## src/rtl/b_timer_pkg.sv

```systemverilog
// rtl/b_timer_pkg.sv - shared state encoding for the b_down_timer FSM
package b_timer_pkg;

    localparam int STATE_W = 2;

    typedef enum logic [STATE_W-1:0] {
        IDLE = 2'd0,
        RUN  = 2'd1,
        DONE = 2'd2
    } state_e;

endpackage

```

## src/rtl/b_down_timer_if.sv

```systemverilog
// rtl/b_down_timer_if.sv - control/status bundle of b_down_timer; `reload` exists only with DOWN_TIMER_AUTORELOAD_EN
interface b_down_timer_if #(
    parameter int N = 4
);
    logic         load;
    logic [N-1:0] load_val;
    logic         start;
    logic         abort;
`ifdef DOWN_TIMER_AUTORELOAD_EN
    logic         reload;
`endif
    logic [N-1:0] q;
    logic         busy;
    logic         tc;

`ifdef DOWN_TIMER_AUTORELOAD_EN
    modport master (output load, load_val, start, abort, reload, input q, busy, tc);
    modport slave  (input load, load_val, start, abort, reload, output q, busy, tc);
`else
    modport master (output load, load_val, start, abort, input q, busy, tc);
    modport slave  (input load, load_val, start, abort, output q, busy, tc);
`endif
endinterface

```

## src/rtl/b_timer_cnt.sv

```systemverilog
// rtl/b_timer_cnt.sv - count register with load/decrement/reload controls plus the reload register
module b_timer_cnt #(
    parameter int N = 4
) (
    input  logic         clk,
    input  logic         reset,
    input  logic         cnt_load,
    input  logic         rld_load,
    input  logic         q_reload,
    input  logic         dec,
    input  logic [N-1:0] load_val,
    output logic [N-1:0] q,
    output logic         q_is_one,
    output logic         rld_is_zero
);
    logic [N-1:0] q_q, q_d;
    logic [N-1:0] rld_q, rld_d;

    always_comb begin
        q_d   = q_q;
        rld_d = rld_q;
        if (cnt_load) begin
            q_d   = load_val;
            rld_d = load_val;
        end else if (rld_load) begin
            rld_d = load_val;
        end
        // decrement saturates at zero so the count can never wrap
        if (q_reload) begin
            q_d = rld_q;
        end else if (dec && (q_q != '0)) begin
            q_d = q_q - N'(1);
        end
    end

    always_ff @(posedge clk or negedge reset) begin
        if (!reset) begin
            q_q   <= '0;
            rld_q <= '0;
        end else begin
            q_q   <= q_d;
            rld_q <= rld_d;
        end
    end

    assign q           = q_q;
    assign q_is_one    = (q_q == N'(1));
    assign rld_is_zero = (rld_q == '0);
endmodule

```

## src/rtl/b_down_timer.sv

```systemverilog
// rtl/b_down_timer.sv - loadable down-timer with start/abort and one-cycle tc; DOWN_TIMER_AUTORELOAD_EN adds periodic mode
module b_down_timer
    import b_timer_pkg::*;
#(
    parameter int N = 4
) (
    input  logic          clk,
    input  logic          reset,
    b_down_timer_if.slave tmr
);
    state_e state_q, state_d;
    logic   cnt_load, rld_load, q_reload, dec;
    logic   q_is_one, rld_is_zero, reload_en;
    logic [N-1:0] q;
    logic [N-1:0] eff_q;

`ifdef DOWN_TIMER_AUTORELOAD_EN
    assign reload_en = tmr.reload;
`else
    assign reload_en = 1'b0;
`endif

    b_timer_cnt #(.N(N)) u_cnt (
        .clk         (clk),
        .reset       (reset),
        .cnt_load    (cnt_load),
        .rld_load    (rld_load),
        .q_reload    (q_reload),
        .dec         (dec),
        .load_val    (tmr.load_val),
        .q           (q),
        .q_is_one    (q_is_one),
        .rld_is_zero (rld_is_zero)
    );

    // a same-cycle load decides whether start sees a zero count
    assign eff_q = tmr.load ? tmr.load_val : q;

    always_comb begin
        state_d  = state_q;
        cnt_load = 1'b0;
        rld_load = 1'b0;
        q_reload = 1'b0;
        dec      = 1'b0;
        unique case (state_q)
            IDLE: begin
                if (tmr.abort) begin
                    rld_load = tmr.load;
                end else begin
                    cnt_load = tmr.load;
                    if (tmr.start && (eff_q != '0)) state_d = RUN;
                end
            end
            RUN: begin
                rld_load = tmr.load;
                if (tmr.abort) begin
                    state_d = IDLE;
                end else begin
                    dec = 1'b1;
                    if (q_is_one) state_d = DONE;
                end
            end
            DONE: begin
                rld_load = tmr.load;
                state_d  = IDLE;
                if (!tmr.abort && reload_en && !rld_is_zero) begin
                    q_reload = 1'b1;
                    state_d  = RUN;
                end
            end
            default: state_d = IDLE;
        endcase
    end

    always_ff @(posedge clk or negedge reset) begin
        if (!reset) state_q <= IDLE;
        else        state_q <= state_d;
    end

    assign tmr.q    = q;
    assign tmr.busy = (state_q != IDLE);
    assign tmr.tc   = (state_q == DONE);
endmodule

```

## src/flat_wrapper.sv

```systemverilog
// flat-port wrapper written by rule: the top's interface ports become plain ports
module b_down_timer_flat import b_timer_pkg::*;
#(
    parameter int N = 4
)
  (clk, reset, tmr_load, tmr_load_val, tmr_start, tmr_abort, tmr_q, tmr_busy, tmr_tc);
  b_down_timer_if #(.N(N)) tmr_i ();
  input  logic clk;
  input  logic reset;
  input wire logic [$bits(tmr_i.load)-1:0] tmr_load;
  input wire logic [$bits(tmr_i.load_val)-1:0] tmr_load_val;
  input wire logic [$bits(tmr_i.start)-1:0] tmr_start;
  input wire logic [$bits(tmr_i.abort)-1:0] tmr_abort;
  output wire logic [$bits(tmr_i.q)-1:0] tmr_q;
  output wire logic [$bits(tmr_i.busy)-1:0] tmr_busy;
  output wire logic [$bits(tmr_i.tc)-1:0] tmr_tc;
  assign tmr_i.load = tmr_load;
  assign tmr_i.load_val = tmr_load_val;
  assign tmr_i.start = tmr_start;
  assign tmr_i.abort = tmr_abort;
  assign tmr_q = tmr_i.q;
  assign tmr_busy = tmr_i.busy;
  assign tmr_tc = tmr_i.tc;
  b_down_timer #(.N(N)) u_core (.clk(clk), .reset(reset), .tmr(tmr_i));
endmodule
```

## config.mk

```make
export PLATFORM = sky130hd
export DESIGN_NAME = b_down_timer_flat
export DESIGN_NICKNAME = d
export VERILOG_FILES = /design/src/rtl/b_timer_pkg.sv /design/src/rtl/b_down_timer_if.sv /design/src/rtl/b_timer_cnt.sv /design/src/rtl/b_down_timer.sv /design/src/flat_wrapper.sv
export SDC_FILE = /design/constraint.sdc
export NUM_CORES = 1
export LEC_CHECK = 0
export BUFFER_PORTS_ARGS = -buffer_cell sky130_fd_sc_hd__clkbuf_2
export CELL_PAD_IN_SITES_DETAIL_PLACEMENT = 0
export CELL_PAD_IN_SITES_GLOBAL_PLACEMENT = 2
export CORE_MARGIN = 2
export CORE_UTILIZATION = 34
export DETAILED_ROUTE_END_ITERATION = 12
export GPL_ROUTABILITY_DRIVEN = 0
export PLACE_DENSITY_LB_ADDON = 0.15
export SLEW_MARGIN = 10
export SYNTH_ARGS = -nofsm -noshare
export SYNTH_HDL_FRONTEND = slang
export SYNTH_HIERARCHICAL = 1
export SYNTH_SLANG_ARGS = --single-unit
export TNS_END_PERCENT = 100
```

## constraint.sdc

```tcl
create_clock -name clk -period 1.87 [get_ports clk]
set_clock_uncertainty 0.15 [all_clocks]
set_input_delay 0.374 -clock clk [delete_from_list [all_inputs] [get_ports clk]]
set_output_delay 0.374 -clock clk [all_outputs]
set_load 0.02 [all_outputs]
```

After elaboration in Yosys (flattened, before gate mapping). Cells that the tools add are included.

Add/sub/neg operators: 1. Multipliers: 0. Div/mod/pow operators: 0. Magnitude comparators: 0. Equality and inequality tests: 6. Shift operators: 0. Multiplexer cells: 12. Bitwise gates (word level): 0. Reductions and logical operators: 8.

Operators by type and width (number): 4-bit 2-to-1 mux (3); 2-bit 2-to-1 mux (4); 4-bit nonzero test (2); 4-bit by 1-bit equality test with 1-bit output (second input constant) (1); 1-bit 2-to-1 mux (4); 2-bit case mux with 2 select lines (1); 2-bit nonzero test (2); 4-bit by 1-bit subtractor with 4-bit output (second input constant) (1); 3-bit by 2-bit != test with 1-bit output (second input constant) (1); 3-bit AND reduction (1); 2-bit by 1-bit equality test with 1-bit output (second input constant) (1); 2-bit equality test (second input constant) (1); 1-bit logical AND (2); 2-bit zero test (1); 2-bit by 1-bit != test with 1-bit output (second input constant) (1); 2-bit != test (second input constant) (1).

Register bits after elaboration: 6. Latch bits: 0. Bits in writable memories: 0. ROM bits: 0. Memories kept: 0.

Longest topological paths before layout. Gate-level depths: netlist (run 1).

Word-level depth: 6. Gate-level depth with buffers: 8. Gate-level depth less buffers: 7.

By module. The synthesis (run 1) kept the hierarchy.

By module, submodules not included: b_timer_cnt (times used 1, cells each 51, area each 550.5 um^2, seq. area each 200.2 um^2); b_down_timer (times used 1, cells each 27, area each 246.5 um^2, seq. area each 50.0 um^2).

Least setup slack after synthesis (run 1). OpenSTA, ideal clock, no wires.

Kind: register -> register. Start: reg u_core.u_cnt.q_q[0], in the netlist u_core/u_cnt/q[0]. End: reg u_core.u_cnt.q_q[1], in the netlist u_core/u_cnt/q[1]. Library setup time: 0.074 ns. Arrival time: 1.540 ns. Required time: 1.646 ns. Setup slack: 0.106 ns. Cell stages (with the launch flop): 6. Buffers on the path: 0. Clock period less this slack: 1.764 ns. Cell sequence: dfrtp_1 -> inv_1 -> ha_1 -> a21boi_4 -> mux2_4 -> o21ai_2.

Word-level cells in the longest chain between the ends: 3.

Ends and longest elaborated chain: start, declared (RTL line b_timer_cnt.sv:16) `logic [N-1:0] q_q, q_d;`; start signal, assigned (RTL line b_timer_cnt.sv:41) `q_q <= q_d;`; branches (longest 3 deep; another with 4-bit by 1-bit subtractor with 4-bit output).

Parallel ways; which one is timed is not known. A chain may end at the register's enable or synchronous reset.

==> results.md, run 1 <==
- First-pass GRT wire length: 2800 um
- Endpoint class of the critical path: flop
- Wirelength per Cell: 13.3 um
- Post-route ant nets: 0
- Hpwl dp: 1340 um
- CP Class: reg -> reg
- Max Freq: 0.558 GHz
- PnR worst setup slack: 0.0794 ns
- PortBufs: 14
- First drt pass iteration count: 2
- Number of max-cap violations: 0
- Placed cells: 124
- Worst hold start: tmr_load_val[1]
- Reg-to-Reg Start: u_core/state_q[0]$_DFFE_PN0P_
- Nets: 121
- Pin count of the biggest net entering global routing: 11
- N_diodes: 0
- Clock-pin transition on the worst setup and hold timing paths: 0.06 ns
- Arr. time, crit path: 1.78 ns
- # IOs: 15
- Post-Syn Area: 791 um2
- Via count: 642
- Static Leakage: 0.480 nW
- Finished Layout Cells: 131
- Vias per cell: 4.90
- Clock Sinks: 10
- Multi-input logic area: 514 um2
- CP startpoint kind: flop
- Num rows: 17
- Hold endpoint: u_core/u_cnt/rld_q[1]$_DFFE_PN0P_
- Die W: 52.2 um
- Clock Latency Late Sink: 0.25 ns
- Fin. Hold Viols: 0
- Reg2reg end: u_core/u_cnt/rld_q[2]$_DFFE_PN0P_
- Synth Instances: 77
- Root Driver: clkbuf_4
- Power density over the cells: 1610 mW/mm2
- Syn Nets: 93
- Initial Utilization: 0.357
- Critical path data required time: 1.86 ns
- Initial antenna violation count: 0
- Storage cell area: 250 um2
- Grt total ovfl: 0
- Final Max Tran Viols: 0
- Setup Viol. Count Final: 0
- Post-route cell area: 0.00100 mm2
- Maximum vdd drop: 0.771 mV
- GRT Util Overall: 0.144
- # H-tree levels: 1
- Layout cell share with drive strength beyond 1: 0.485
- Met1 WL: 856 um
- Core area: 0.00221 mm2
- Min Hold Slack: 0.244 ns
- DR WL met3: 70 um
- Reg2Reg Setup Slack: 0.08 ns
- Outcome: completed
- Die ar.: 0.00273 mm2
- Minimum clock period after layout: 1.79 ns
- Hold Crit Class: in -> reg
- Critical Path Fanout Max: 4
- DR top layer: met4
- Period utilization: 0.958
- Yosys warning total: 6
- Hold path cells: 2
- R2r worst-path depth: 6
- Die H: 52.2 um
- Placed cell area: 940 um2
- Vias in the first global route: 623
- # DRC: 0
- TritonCTS clock tree: done
- Syn Area/Cell: 10.3 um2
- Final Routed Wirelength: 1740 um
- Met2 wire length: 797 um
- Clk buf depth: 2
- Area delta synth->final: 26.9%
- Pre-CTS WS: 0.0917 ns
- Setup Total Neg Slack: 0 ns
- Iter 0 DRT Violations: 4
- CTS buffer count: 3
- Number of fill cells in the layout: 237
## power by group
| part | switching, mW | internal [mW] |
|---|---|---|
| logic | 0.549 | 0.513 |
| clock network | 0.0629 | 0.0738 |
| registers | 0.0867 | 0.325 |
## registers in the layout (all words and copies together) (netlist names)
name	flops
u_core/u_cnt/rld_q	4
u_core/state_q	2
u_core/u_cnt/q	4
## worst max-delay path by stage
stage / slack, ns / from / endpoint / depth (start not counted)
2_1_floorplan: 0.11 / u_core/u_cnt/q[0]$_DFFE_PN0P_ / u_core/u_cnt/q[1]$_DFFE_PN0P_ / 5
3_3_place_gp: 0.08 / u_core/state_q[1]$_DFFE_PN0P_ / u_core/u_cnt/q[1]$_DFFE_PN0P_ / 7
3_5_place_dp: 0.09 / u_core/state_q[0]$_DFFE_PN0P_ / u_core/u_cnt/rld_q[2]$_DFFE_PN0P_ / 6
4_1_cts: 0.07 / u_core/state_q[1]$_DFFE_PN0P_ / u_core/u_cnt/q[1]$_DFFE_PN0P_ / 7
5_1_grt: -0.01 / u_core/state_q[0]$_DFFE_PN0P_ / u_core/u_cnt/rld_q[1]$_DFFE_PN0P_ / 6
6_report: 0.08 / u_core/state_q[0]$_DFFE_PN0P_ / u_core/u_cnt/rld_q[2]$_DFFE_PN0P_ / 6
## layout by cell type, fill, tap and decap left out, types with 2 or more instances in the layout
master and n:
nand2b_1 2, clkbuf_4 3, o31ai_2 3, clkbuf_2 14, mux2_2 4, nor2_2 2
o21a_1 3, ha_1 7, dfrtp_1 10, or2b_1 2, mux2i_1 2, inv_1 6
buf_4 10, nor3_1 2, o21ai_2 2, nand2_1 5, nor2_1 2, nor2b_1 2
## stage by stage
step                 util  total power, mW
global placement    0.425             1.41
global route        0.454             1.75
detailed placement  0.425             1.42
finish              0.454             1.61
floorplan               -             1.12
CTS                 0.439             1.57
## final cells by class
class | instances | share of cell area
clock buffers | 3 | 0.0224
inverters | 7 | 0.0262
multi-input cells | 58 | 0.512
flip-flops and latches | 10 | 0.249
well taps | 28 | 0.0349
repair buffers | 25 | 0.155
## critical path, cell delays in order, from the launching register on
cell	delay [ns]
dfrtp_1	0.39
inv_1	0.08
ha_1	0.31
a21oi_2	0.13
nor3b_2	0.06
nor2_2	0.19
mux2_2	0.36
## layer usage
metal / up-vias / GRT usage
met1: 310 / 0.192
met3: 2 / 0.0229
li1: 320 / -
met5: - / 0
met2: 10 / 0.228
met4: 0 / 0.0641
## timing repair
| item | 4_1_cts | 5_1_grt |
|---|---|---|
| endpoints found under the hold margin | 10 | 0 |
| buffers inserted | 0 | 3 |
| setup endpoints to repair | 0 | 5 |
| hold buffers | 1 | 0 |
| gates resized for setup | 0 | 3 |
(Power assumes the default switching activity.)
==> run 2, diff against run 1 <==
--- a/config.mk
+++ b/config.mk
@@ -9,7 +9,9 @@
 export CELL_PAD_IN_SITES_DETAIL_PLACEMENT = 0
 export CELL_PAD_IN_SITES_GLOBAL_PLACEMENT = 2
 export CORE_MARGIN = 2
-export CORE_UTILIZATION = 34
+export CORE_UTILIZATION = 35
+export CTS_BUF_LIST = sky130_fd_sc_hd__clkbuf_4
+export CTS_CLUSTER_SIZE = 40
 export DETAILED_ROUTE_END_ITERATION = 12
 export GPL_ROUTABILITY_DRIVEN = 0
 export PLACE_DENSITY_LB_ADDON = 0.15
==> results.md, run 2 (synthesis gave the netlist of run 1 again) <==
- Clock Latency Late Sink: 0.26 ns (was 0.25 ns)
- Period utilization: 0.932 (was 0.958)
- Iter 0 DRT Violations: 1 (was 4)
- Crit-path leading delay family: flip-flops (unchanged)
- Vias in the first global route: 632 (was 623)
- Hold endpoint: u_core/u_cnt/rld_q[1]$_DFFE_PN0P_ (unchanged)
- Critical path data required time: 1.91 ns (was 1.86 ns)
- Clock Sinks: 10 (unchanged)
- Layout cell share with drive strength beyond 1: 0.460 (was 0.485)
- CP max stage delay: 0.41 ns (was 0.39 ns)
- Endpoint class of the critical path: flop (unchanged)
- Setup Viol. Count Final: 0 (unchanged)
- First drt pass iteration count: 2 (unchanged)
- CTS buffer count: 3 (unchanged)
- Clk buf depth: 2 (unchanged)
- Worst hold start: tmr_load_val[1] (unchanged)
- Root Driver: clkbuf_4 (unchanged)
- Fin. Hold Viols: 0 (unchanged)
- GR peak layer: met2 (unchanged)
- # IOs: 15 (unchanged)
- Grt total ovfl: 0 (unchanged)
- Most frequent cells in the layout: clkbuf_2 (14), dfrtp_1 (10), buf_4 (7), ha_1 (7), inv_1 (6) (was clkbuf_2 (14), buf_4 (10), dfrtp_1 (10))
- Final Routed Wirelength: 1740 um (about the same)
- PortBufs: 14 (unchanged)
- Min Hold Slack: 0.238 ns (was 0.244 ns)
- First-pass GRT wire length: 3080 um (was 2800 um)
- Power density over the cells: 1620 mW/mm2 (was 1610 mW/mm2)
- N_diodes: 0 (unchanged)
- Pin count of the biggest net entering global routing: 11 (unchanged)
- Initial Utilization: 0.364 (was 0.357)
- Clock-pin transition on the worst setup and hold timing paths: 0.07 ns (was 0.06 ns)
- Max Freq: 0.574 GHz (was 0.558 GHz)
- Commonest non-fill, non-tap cell in the layout: clkbuf_2 (unchanged)
- WP buf/inv: 2 (was 1)
- Area delta synth->final: 24.4% (was 26.9%)
- Reg-to-Reg Start: u_core/state_q[1]$_DFFE_PN0P_ (was u_core/state_q[0]$_DFFE_PN0P_)
- PnR worst setup slack: 0.127 ns (was 0.0794 ns)
- Die ar.: 0.00266 mm2 (was 0.00273 mm2)
- # H-tree levels: 1 (unchanged)
- GRT Util Overall: 0.164 (was 0.144)
- Reg2reg end: u_core/u_cnt/q[1]$_DFFE_PN0P_ (was u_core/u_cnt/rld_q[2]$_DFFE_PN0P_)
- Critical Path Fanout Max: 5 (was 4)
- CP Cell Sequence: inv_2 > ha_1 > nand2b_1 > inv_1 > a21boi_4 > mux2_4 > o21ai_2 (was inv_1 > ha_1 > a21oi_2 > nor3b_2 > nor2_2 > mux2_2)
- CP startpoint kind: flop (unchanged)
- Core area: 0.00217 mm2 (was 0.00221 mm2)
- Vias per cell: 4.84 (was 4.90)
- Wirelength per Cell: 13.6 um (was 13.3 um)
- Final Max Tran Viols: 0 (unchanged)
- Setup Total Neg Slack: 0 ns (unchanged)
- Hold Crit Class: in -> reg (unchanged)
- Maximum vdd drop: 0.668 mV (was 0.771 mV)
- Nets: 118 (was 121)
- Via count: 620 (was 642)
- Arr. time, crit path: 1.79 ns (was 1.78 ns)
- Outcome: completed (unchanged)
- Num rows: 17 (unchanged)
- GR Layer Usage met1: 0.219 (was 0.192)
- Minimum clock period after layout: 1.74 ns (was 1.79 ns)
- R2r worst-path depth: 7 (was 6)
- Reg2Reg Setup Slack: 0.13 ns (was 0.08 ns)
- Static Leakage: 0.467 nW (was 0.480 nW)
- GR Layer Usage met3: 0.0259 (was 0.0229)
- Final core occ: 0.453 (was 0.454)
- Initial antenna violation count: 0 (unchanged)
- CP max-delay cell: dfrtp_1 (unchanged)
- Tot Pwr: 1.59 mW (was 1.61 mW)
- TritonCTS clock tree: done (unchanged)
- Number of fill cells in the layout: 240 (was 237)
- # DRC: 0 (unchanged)
- Post-route ant nets: 0 (unchanged)
- Die H: 51.5 um (was 52.2 um)
- Hpwl dp: 1420 um (was 1340 um)
- Number of max-cap violations: 0 (unchanged)
- Hold path cells: 2 (unchanged)
- Pre-CTS WS: 0.0828 ns (was 0.0917 ns)
- CP Class: reg -> reg (unchanged)
- M2 GR Usage: 0.252 (was 0.228)
- Die W: 51.5 um (was 52.2 um)
## run 2: metrics by stage
| step | area (um2) | std cells |
|---|---|---|
| 2_1_floorplan | 791 | 77 |
| 3_3_place_gp | 932 | 123 |
| 3_5_place_dp | 932 | 123 |
| 4_1_cts | 965 | 127 |
| 5_1_grt | 983 | 128 |
| 6_report | 983 | 128 |
## run 2: routing by layer
layer,vias to the layer above,wire length [um]
li1,315,-
met1,296,816
met2,7,862
met3,2,47
met4,0,16
met5,-,0
## run 2: cell type report
type                       count  area [um2]  share of cell area
multi-input combinational     58         517               0.525
clock buffer                   3        22.5              0.0229
sequential                    10         250               0.254
timing repair buffer          22         133               0.135
tap                           28        35.0              0.0356
inverter                       7        26.3              0.0267
## run 2: power breakdown
group          switching, mW  internal, mW
sequential            0.0781         0.325
clock                 0.0745        0.0743
combinational          0.554         0.485
## run 2: how the worst max path moves through the flow
stage                                        from                            end  slack (ns)  depth (start not counted)
detailed placement  u_core/state_q[1]$_DFFE_PN0P_  u_core/u_cnt/q[1]$_DFFE_PN0P_        0.08                          7
global placement    u_core/state_q[1]$_DFFE_PN0P_  u_core/u_cnt/q[1]$_DFFE_PN0P_         0.1                          7
floorplan           u_core/u_cnt/q[0]$_DFFE_PN0P_  u_core/u_cnt/q[1]$_DFFE_PN0P_        0.11                          5
global route        u_core/state_q[1]$_DFFE_PN0P_  u_core/u_cnt/q[1]$_DFFE_PN0P_     -0.0001                          7
CTS                 u_core/state_q[1]$_DFFE_PN0P_  u_core/u_cnt/q[1]$_DFFE_PN0P_        0.06                          7
finish              u_core/state_q[1]$_DFFE_PN0P_  u_core/u_cnt/q[1]$_DFFE_PN0P_        0.13                          7
## run 2: timing repair
action | in CTS | in global routing
hold buffers | 1 | 0
hold endpoints to repair | 10 | 0
gates resized for setup | 0 | 3
buffers inserted | 0 | 1
setup endpoints to repair | 0 | 7
